$ cat src/rtl/updown_counter_pkg.sv
// Shared types and helpers for the up/down counter bank.
// Helpers work on a fixed 32-bit word; callers zero-extend, so WIDTH+1 must stay within 32 bits.
package updown_counter_pkg;

    localparam int MAX_W = 32;

    typedef logic [MAX_W-1:0] word_t;

    typedef enum logic [1:0] {
        OP_HOLD,
        OP_INC,
        OP_DEC,
        OP_LOAD
    } op_e;

    function automatic logic bound_gt(input word_t a, input word_t b);
        return (a > b);
    endfunction

    function automatic word_t clamp(input word_t v, input word_t lo, input word_t hi);
        word_t r;
        r = v;
        if (bound_gt(lo, v)) begin
            r = lo;
        end else if (bound_gt(v, hi)) begin
            r = hi;
        end
        return r;
    endfunction

endpackage

$ cat src/rtl/updown_counter_channel.sv
// One bounded up/down counter with programmable step, saturate-or-wrap mode,
// parallel load and sticky overflow/underflow flags.
module updown_counter_channel
    import updown_counter_pkg::*;
#(
    parameter int WIDTH  = 7,
    parameter int STEP_W = 4
) (
    input  logic              clk_i,
    input  logic              reset_ni,
    input  logic              cfg_err_i,
    input  logic              inc_i,
    input  logic              dec_i,
    input  logic [STEP_W-1:0] step_i,
    input  logic              wrap_en_i,
    input  logic [WIDTH-1:0]  lo_i,
    input  logic [WIDTH-1:0]  hi_i,
    input  logic              load_i,
    input  logic [WIDTH-1:0]  load_val_i,
    input  logic              flag_clr_i,
    output logic [WIDTH-1:0]  count_o,
    output logic              at_max_o,
    output logic              at_min_o,
    output logic              ovf_o,
    output logic              unf_o
);

    logic [WIDTH-1:0] count_q, count_d;
    logic             ovf_q, ovf_d;
    logic             unf_q, unf_d;

    op_e              op;
    logic [WIDTH:0]   step_ext;
    logic [WIDTH:0]   sum;
    logic [WIDTH:0]   lo_plus_step;
    logic [WIDTH-1:0] diff;
    logic             over;
    logic             under;
    logic             ovf_set;
    logic             unf_set;

    // Extra bit keeps count+step and count-step from aliasing back into range.
    assign step_ext     = (WIDTH+1)'(step_i);
    assign sum          = {1'b0, count_q} + step_ext;
    assign lo_plus_step = {1'b0, lo_i} + step_ext;
    assign diff         = count_q - WIDTH'(step_i);
    assign over         = bound_gt(word_t'(sum), word_t'({1'b0, hi_i}));
    assign under        = bound_gt(word_t'(lo_plus_step), word_t'({1'b0, count_q}));

    always_comb begin
        op = OP_HOLD;
        if (load_i) begin
            op = OP_LOAD;
        end else if (inc_i ^ dec_i) begin
            op = inc_i ? OP_INC : OP_DEC;
        end
    end

    always_comb begin
        count_d = count_q;
        ovf_set = 1'b0;
        unf_set = 1'b0;
        unique case (op)
            OP_LOAD: begin
                count_d = WIDTH'(clamp(word_t'(load_val_i), word_t'(lo_i), word_t'(hi_i)));
            end
            OP_INC: begin
                if (step_i != '0) begin
                    if (over) begin
                        ovf_set = 1'b1;
                        count_d = wrap_en_i ? lo_i : hi_i;
                    end else begin
                        count_d = sum[WIDTH-1:0];
                    end
                end
            end
            OP_DEC: begin
                if (step_i != '0) begin
                    if (under) begin
                        unf_set = 1'b1;
                        count_d = wrap_en_i ? hi_i : lo_i;
                    end else begin
                        count_d = diff;
                    end
                end
            end
            default: begin
                count_d = count_q;
            end
        endcase

        ovf_d = ovf_set | (ovf_q & ~flag_clr_i);
        unf_d = unf_set | (unf_q & ~flag_clr_i);

        // Inverted bounds pin the count to lo and freeze the flags.
        if (cfg_err_i) begin
            count_d = lo_i;
            ovf_d   = ovf_q;
            unf_d   = unf_q;
        end
    end

    always_ff @(posedge clk_i) begin
        if (!reset_ni) begin
            count_q <= lo_i;
            ovf_q   <= 1'b0;
            unf_q   <= 1'b0;
        end else begin
            count_q <= count_d;
            ovf_q   <= ovf_d;
            unf_q   <= unf_d;
        end
    end

    assign count_o  = count_q;
    assign at_max_o = (count_q == hi_i);
    assign at_min_o = (count_q == lo_i);
    assign ovf_o    = ovf_q;
    assign unf_o    = unf_q;

endmodule

$ cat src/rtl/updown_counter_bank.sv
// Bank of independent bounded up/down counters sharing step, bounds and load value.
// Holds no state of its own: bound checking and output packing only.
module updown_counter_bank
    import updown_counter_pkg::*;
#(
    parameter int WIDTH    = 7,
    parameter int CHANNELS = 4,
    parameter int STEP_W   = 4
) (
    input  logic                      clk_i,
    input  logic                      reset_ni,
    input  logic [CHANNELS-1:0]       inc_i,
    input  logic [CHANNELS-1:0]       dec_i,
    input  logic [STEP_W-1:0]         step_i,
    input  logic [CHANNELS-1:0]       wrap_en_i,
    input  logic [WIDTH-1:0]          lo_i,
    input  logic [WIDTH-1:0]          hi_i,
    input  logic [CHANNELS-1:0]       load_i,
    input  logic [WIDTH-1:0]          load_val_i,
    input  logic [CHANNELS-1:0]       flag_clr_i,
    output logic [CHANNELS*WIDTH-1:0] count_o,
    output logic [CHANNELS-1:0]       at_max_o,
    output logic [CHANNELS-1:0]       at_min_o,
    output logic [CHANNELS-1:0]       ovf_o,
    output logic [CHANNELS-1:0]       unf_o,
    output logic                      cfg_err_o
);

    logic cfg_err;

    assign cfg_err   = bound_gt(word_t'(lo_i), word_t'(hi_i));
    assign cfg_err_o = cfg_err;

    for (genvar i = 0; i < CHANNELS; i++) begin : g_chan
        updown_counter_channel #(
            .WIDTH  (WIDTH),
            .STEP_W (STEP_W)
        ) u_chan (
            .clk_i      (clk_i),
            .reset_ni   (reset_ni),
            .cfg_err_i  (cfg_err),
            .inc_i      (inc_i[i]),
            .dec_i      (dec_i[i]),
            .step_i     (step_i),
            .wrap_en_i  (wrap_en_i[i]),
            .lo_i       (lo_i),
            .hi_i       (hi_i),
            .load_i     (load_i[i]),
            .load_val_i (load_val_i),
            .flag_clr_i (flag_clr_i[i]),
            .count_o    (count_o[i*WIDTH +: WIDTH]),
            .at_max_o   (at_max_o[i]),
            .at_min_o   (at_min_o[i]),
            .ovf_o      (ovf_o[i]),
            .unf_o      (unf_o[i])
        );
    end

endmodule
$ cat config.mk
export PLATFORM = sky130hd
export DESIGN_NAME = updown_counter_bank
export DESIGN_NICKNAME = d
export VERILOG_FILES = /design/src/rtl/updown_counter_pkg.sv /design/src/rtl/updown_counter_channel.sv /design/src/rtl/updown_counter_bank.sv
export SDC_FILE = /design/constraint.sdc
export NUM_CORES = 1
export LEC_CHECK = 0
export BUFFER_PORTS_ARGS = -buffer_cell sky130_fd_sc_hd__buf_2
export CORE_UTILIZATION = 55
export DETAILED_ROUTE_END_ITERATION = 8
export PLACE_DENSITY_LB_ADDON = 0.25
export REMOVE_ABC_BUFFERS = 1
export SYNTH_ARGS = -nofsm -noshare
export SYNTH_HDL_FRONTEND = slang
export SYNTH_SLANG_ARGS = --single-unit
$ cat constraint.sdc
create_clock -name clk_i -period 4.3 [get_ports clk_i]
set_input_delay 0.645 -clock clk_i [delete_from_list [all_inputs] [get_ports clk_i]]
set_output_delay 0.645 -clock clk_i [all_outputs]
set_load 0.1 [all_outputs]
# Word-level counts from Yosys, hierarchy flattened
# Cells that the tools add are included.
# op_classes
addsub	9
n_lt_le_gt_ge	11
n_eq_ne	32
mux	74
bitwise	24
reduce_logical	5
# op_table
op	n
$mux W7	34
$pmux W7 S3	4
$gt A8 B7 Y1	8
$eq A7 B7 Y1	8
$add A7 B4 Y8	5
$sub A7 B4 Y7	4
$mux W1	24
$mux W2	12
$ne A4 B4 Y1 const B	6
$gt A7 B7 Y1	3
$ne A5 B1 Y1 const B	4
$eq A2 B2 Y1 const B	8
$reduce_and A3 Y1	4
$and A1 B1 Y1	8
$eq A2 B1 Y1 const B	4
$ne A4 B3 Y1 const B	2
$or A1 B1 Y1	8
$not A1 Y1	4
$reduce_bool A4 Y1	1
$xor A1 B1 Y1	4
# word_totals
register_bits	36
inputBits	47
output_inout_bits	45
word_cells	167

# Longest topological paths before layout
# depth
depth_word	7
mapped_depth	15
mapped_depth_nobuf	15

# Modules after synthesis
# Synthesis repeated with hierarchy kept, for this count alone.
# hier_totals
cells_unflattened	1186
area_unflattened_um2	9788.1
# by_module_without_submodules
module	instances	cells_per_inst	area_each_um2	seq_area_each_um2
updown_counter_channel (g_chan[0].u_chan ...)	3	286	2419.8	250.2
updown_counter_channel (g_chan[3].u_chan)	1	304	2358.5	250.2
updown_counter_bank	1	24	170.2	0.0

# Worst setup path before layout
# OpenSTA, ideal clock, no wires.
# synth_timing
kind	flip-flop to flip-flop
start	reg g_chan[3].u_chan.count_q[2]
end	reg g_chan[3].u_chan.count_q[2], data pin
setup_ns	0.263
t_arrival_ns	3.934
required_time_ns	4.037
setup_slack_ns	0.103
stages_incl_launch_ff	14
path_buffers	1
period_less_slack_ns	4.197
cell_sequence	edfxtp_1 -> ha_1 -> clkbuf_1 -> o31a_1 -> nor2_1 -> xnor2_1 -> ha_1 -> a21o_1 -> a21oi_1 -> o211ai_1 -> a2bb2oi_2 -> mux2_2 -> a221oi_1 -> o21ai_1
# synth_between
elab_chain_len	7
elab_cells_between_ends	11
classes_between	add/sub (2); order compare (2); mux (7)
# synth_lines
item	line	text
start, declared	updown_counter_channel.sv:28	logic [WIDTH-1:0] count_q, count_d;
start signal, assigned	updown_counter_channel.sv:105	count_q <= lo_i;
start signal, assigned	updown_counter_channel.sv:109	count_q <= count_d;
$add A7 B4 Y8	updown_counter_channel.sv:44	assign sum = {1'b0, count_q} + step_ext;
$gt A8 B7 Y1	updown_counter_pkg.sv:17	return (a > b);
$mux W7	updown_counter_channel.sv:69	if (over) begin
$mux W7	updown_counter_channel.sv:68	if (step_i != '0) begin
$pmux W7 S3 *	updown_counter_channel.sv:63	unique case (op)
$mux W7 *	updown_counter_channel.sv:96	if (cfg_err_i) begin
$mux W7 *	updown_counter_channel.sv:104	if (!reset_ni) begin
# Every way passes the cells marked *; elsewhere a longest branch is shown, timed or not. The select of a mux whose other input is x is not followed.
# A chain may end at the register's enable or synchronous reset.

# Final worst setup path
# layout_timing
start	in step_i[0]
end	reg g_chan[0].u_chan.count_q[3], data pin
# layout_between
elab_chain_len	7
elab_cells_between_ends	12
classes_between	add/sub (3); order compare (2); mux (7)
# layout_lines
item	line	text
start, declared	updown_counter_bank.sv:14	input logic [STEP_W-1:0] step_i,
$add A7 B4 Y8, on equally long branches	updown_counter_channel.sv:45, updown_counter_channel.sv:44	
$gt A8 B7 Y1	updown_counter_pkg.sv:17	
$mux W7, on equally long branches	updown_counter_channel.sv:79, updown_counter_channel.sv:69	
$mux W7, on equally long branches	updown_counter_channel.sv:78, updown_counter_channel.sv:68	
$pmux W7 S3 *	updown_counter_channel.sv:63	
$mux W7 *	updown_counter_channel.sv:96	
$mux W7 *	updown_counter_channel.sv:104	
end signal, assigned	updown_counter_channel.sv:105	
end signal, assigned	updown_counter_channel.sv:109	
end, declared	updown_counter_channel.sv:28	
# Marks and branches as above.

==> results.toml <==
[critical_path]
crit_chain = "buf_2 > ha_1 > fa_1 > a21o_1 > a21oi_1 > nor2_1 > xor2_1 > ha_1 > nand3_1 > a31oi_1 > a211oi_2 > o21ai_4 > mux2_1 > a311oi_1 > o221ai_1"
crit_buf_inv = 1
cp-startpoint = "step_i[0]"
reg2reg_from = "g_chan[0].u_chan.count_o[2]"
end_kind = "flip-flop"
slowest_stage = "fa_1"
r2r_setup_slack_ns = 0.46
critical-path-top-delay-family = "compound AO/OA/AOI/OAI gates"
start_kind = "input port"
crit_top_cell = "ha_1"
critPathKind = "input port to flip-flop"
cp.required_ns = 4.30
path_max_fanout = 9
critPathArrivalTime_ns = 4.10
critPathMaxStageDelay_ns = 0.42
reg2reg_depth = 12
r2r-end = "g_chan[0].u_chan.count_o[3]"

[finish]
finish.utilization_pct = 63.3
area_delta_synth_final_pct = 10.9
multi_input_area_sq_mm = 0.00634
final_nets = 1226
layout_commonest_cell = "ha_1"
seqCellArea_sq_mm = 0.00100
layout-drive-gt1-share_pct = 18.0
final_cell_mix = "ha_1 (125), buf_2 (91), inv_1 (87)"
fin_area_sq_mm = 0.00889
diodes = 0
fill_cells = 1265

[detailed_routing]
routed_wl_mm = 27.5
drtIter0Drc = 803
vias = 7868
drc = 0
drt.antenna.violating_nets = 0
post_drt_wl_per_cell_um = 22.4
vias_per_cell = 6.42
dr.pass1.iters = 7

[pwr]
power_density_mw_per_mm2 = 405
leakage_nw = 4.35
ir_drop_mv = 0.171
power.total_mw = 3.60

[clock_network]
postCtsSetupRepairBufs = 0
clockRootBuffer = "clkbuf_16"
clockBufferDepth = 2
tritoncts = "done"
cts_made_buffers = 5
htreeDepth = 2
worstSkewPairLatency_ns = 0.29
clk_pin_slew_ns = 0.05
cts_resized = 0
clock-sinks = 36
hold_buffers = 0

[timing]
worstMarginPinSlew_ns = 1.09
finalCritPeriodShare_pct = 95.5
final_hold_viol_count = 0
max_slew_margin_pct = 26.6
fmax_mhz = 244
setup_slack_ns = 0.196
tns_ns = 0
setup_viol = 0
period_needed_ns = 4.10
drv_slew = 0
fin_skew_ns = 0.00393
rsz0062_at_grt = "false"

[floorplanning]
ioPinCount = 92
initial_core_util_pct = 57.1
core-area_sq_mm = 0.0140
die_w_um = 123
rows = 43
die_y_um = 123
dieArea_sq_mm = 0.0151

[min_path]
hold_end = "g_chan[1].u_chan.unf_o"
worstHoldStart = "g_chan[1].u_chan.unf_o"
holdPathStages = 1
hold_path.class = "flip-flop to flip-flop"

[logic_synthesis]
syn_area_per_cell_sq_um = 8.32
ys_seq_elements = 36
synth_edf_count = 28
yosys_warnings = 0
syn_area_sq_mm = 0.00802
synth-async-reset-ratio_pct = 0
yosys.cell_types.count = 69
synth_top_cells_by_area = "ha_1 (20%), edfxtp_1 (10%), mux2i_1 (8.9%)"
synth_seq_area_share_pct = 12.5
ys.flop_type = "edfxtp_1"
yosysTopAreaCellShare_pct = 19.5
yosys.area.top_type = "ha_1"
syn_inst = 964

[placement]
hpwl_mm = 20.8
placed_area_sq_mm = 0.00876
portBuffers = 91
place.gp.congestion = 0.964
pre_cts_slack_ns = -0.0237

[outcome]
status = "finished clean"

[global_route]
antenna_found_initial = 0
grt_pass1_wl_mm = 41.7
grt_max_degree = 21
grt_overflow = 0
track_usage_pct = 37.4
grt_pass1_vias = 7375

[flow_run]
max-cap-violations = 0
[worst reg2reg max path, delay by kind of cell, from the launching register on]
kind,cells,cell delay [ns]
compound gates,6,1.43
flops,1,0.52
fa+ha+maj,2,0.75
simple gates,2,0.34
buf+inv,1,0.14
xor+xnor,1,0.38
[layer usage]
metal,wire (um),track usage (%)
met5,0,0
met4,1190,16.3
met3,3400,10.5
met2,11600,56.5
met1,11300,49.3
[cells in the mapped netlist, drive strengths merged (15+ instances only)]
cell / instances
nand3: 18
edfxtp: 28
buf: 40
nand4: 18
a21oi: 58
inv: 90
xnor2: 69
a21o: 27
mux2: 22
nand2: 60
o21ai: 51
nor3: 15
nor2: 31
mux2i: 71
ha: 125
xor2: 28
o221ai: 17
clkbuf: 30
[layout make-up]
class	instances	share of cell area, %
timing repair buffer	144	9.60
clock buffer	7	1.49
multi-input combinational	768	71.3
sequential	36	11.3
tap	180	2.53
inverter	90	3.80
clock inverter	1	0.0422
[power breakdown]
part           internal, mW  switching [mW]
Combinational          1.02            1.64
Sequential            0.447           0.126
Clock                 0.214           0.145
[state kept, by name, summed over array words and instances, names as in the netlist]
signal and flops:
g_chan.u_chan.unf_o 4, g_chan.u_chan.count_o 28, g_chan.u_chan.ovf_o 4
[cell families (layout without fill, tap and decap cells)]
kind of cell,after synthesis,in the layout,synth area share [%]
AOI/OAI and AO/OA,249,249,22.5
xor gates and xnor gates,97,97,10.6
adders and majority gates,134,134,21.8
buffers and inverters,160,242,8.55
DFF,36,36,12.5
muxes,93,93,12.0
and+or+nand+nor,195,195,12.1
[through the flow]
step,std cells,hold slack (ns)
after global placement,1218,0.454
final,1226,0.469
after floorplan,894,0.868
after CTS,1226,0.472
after global routing,1226,0.490
after detailed placement,1218,0.457
[how the worst max path moves through the flow]
stage	to	depth (start not counted)
2_1_floorplan	at_min_o[2]	3
3_3_place_gp	g_chan[0].u_chan.count_o[3]	15
3_5_place_dp	g_chan[0].u_chan.count_o[3]	15
4_1_cts	g_chan[0].u_chan.count_o[3]	15
5_1_grt	g_chan[0].u_chan.count_o[3]	15
6_report	g_chan[0].u_chan.count_o[3]	15
No activity file was read; power rests on OpenSTA's default activity.
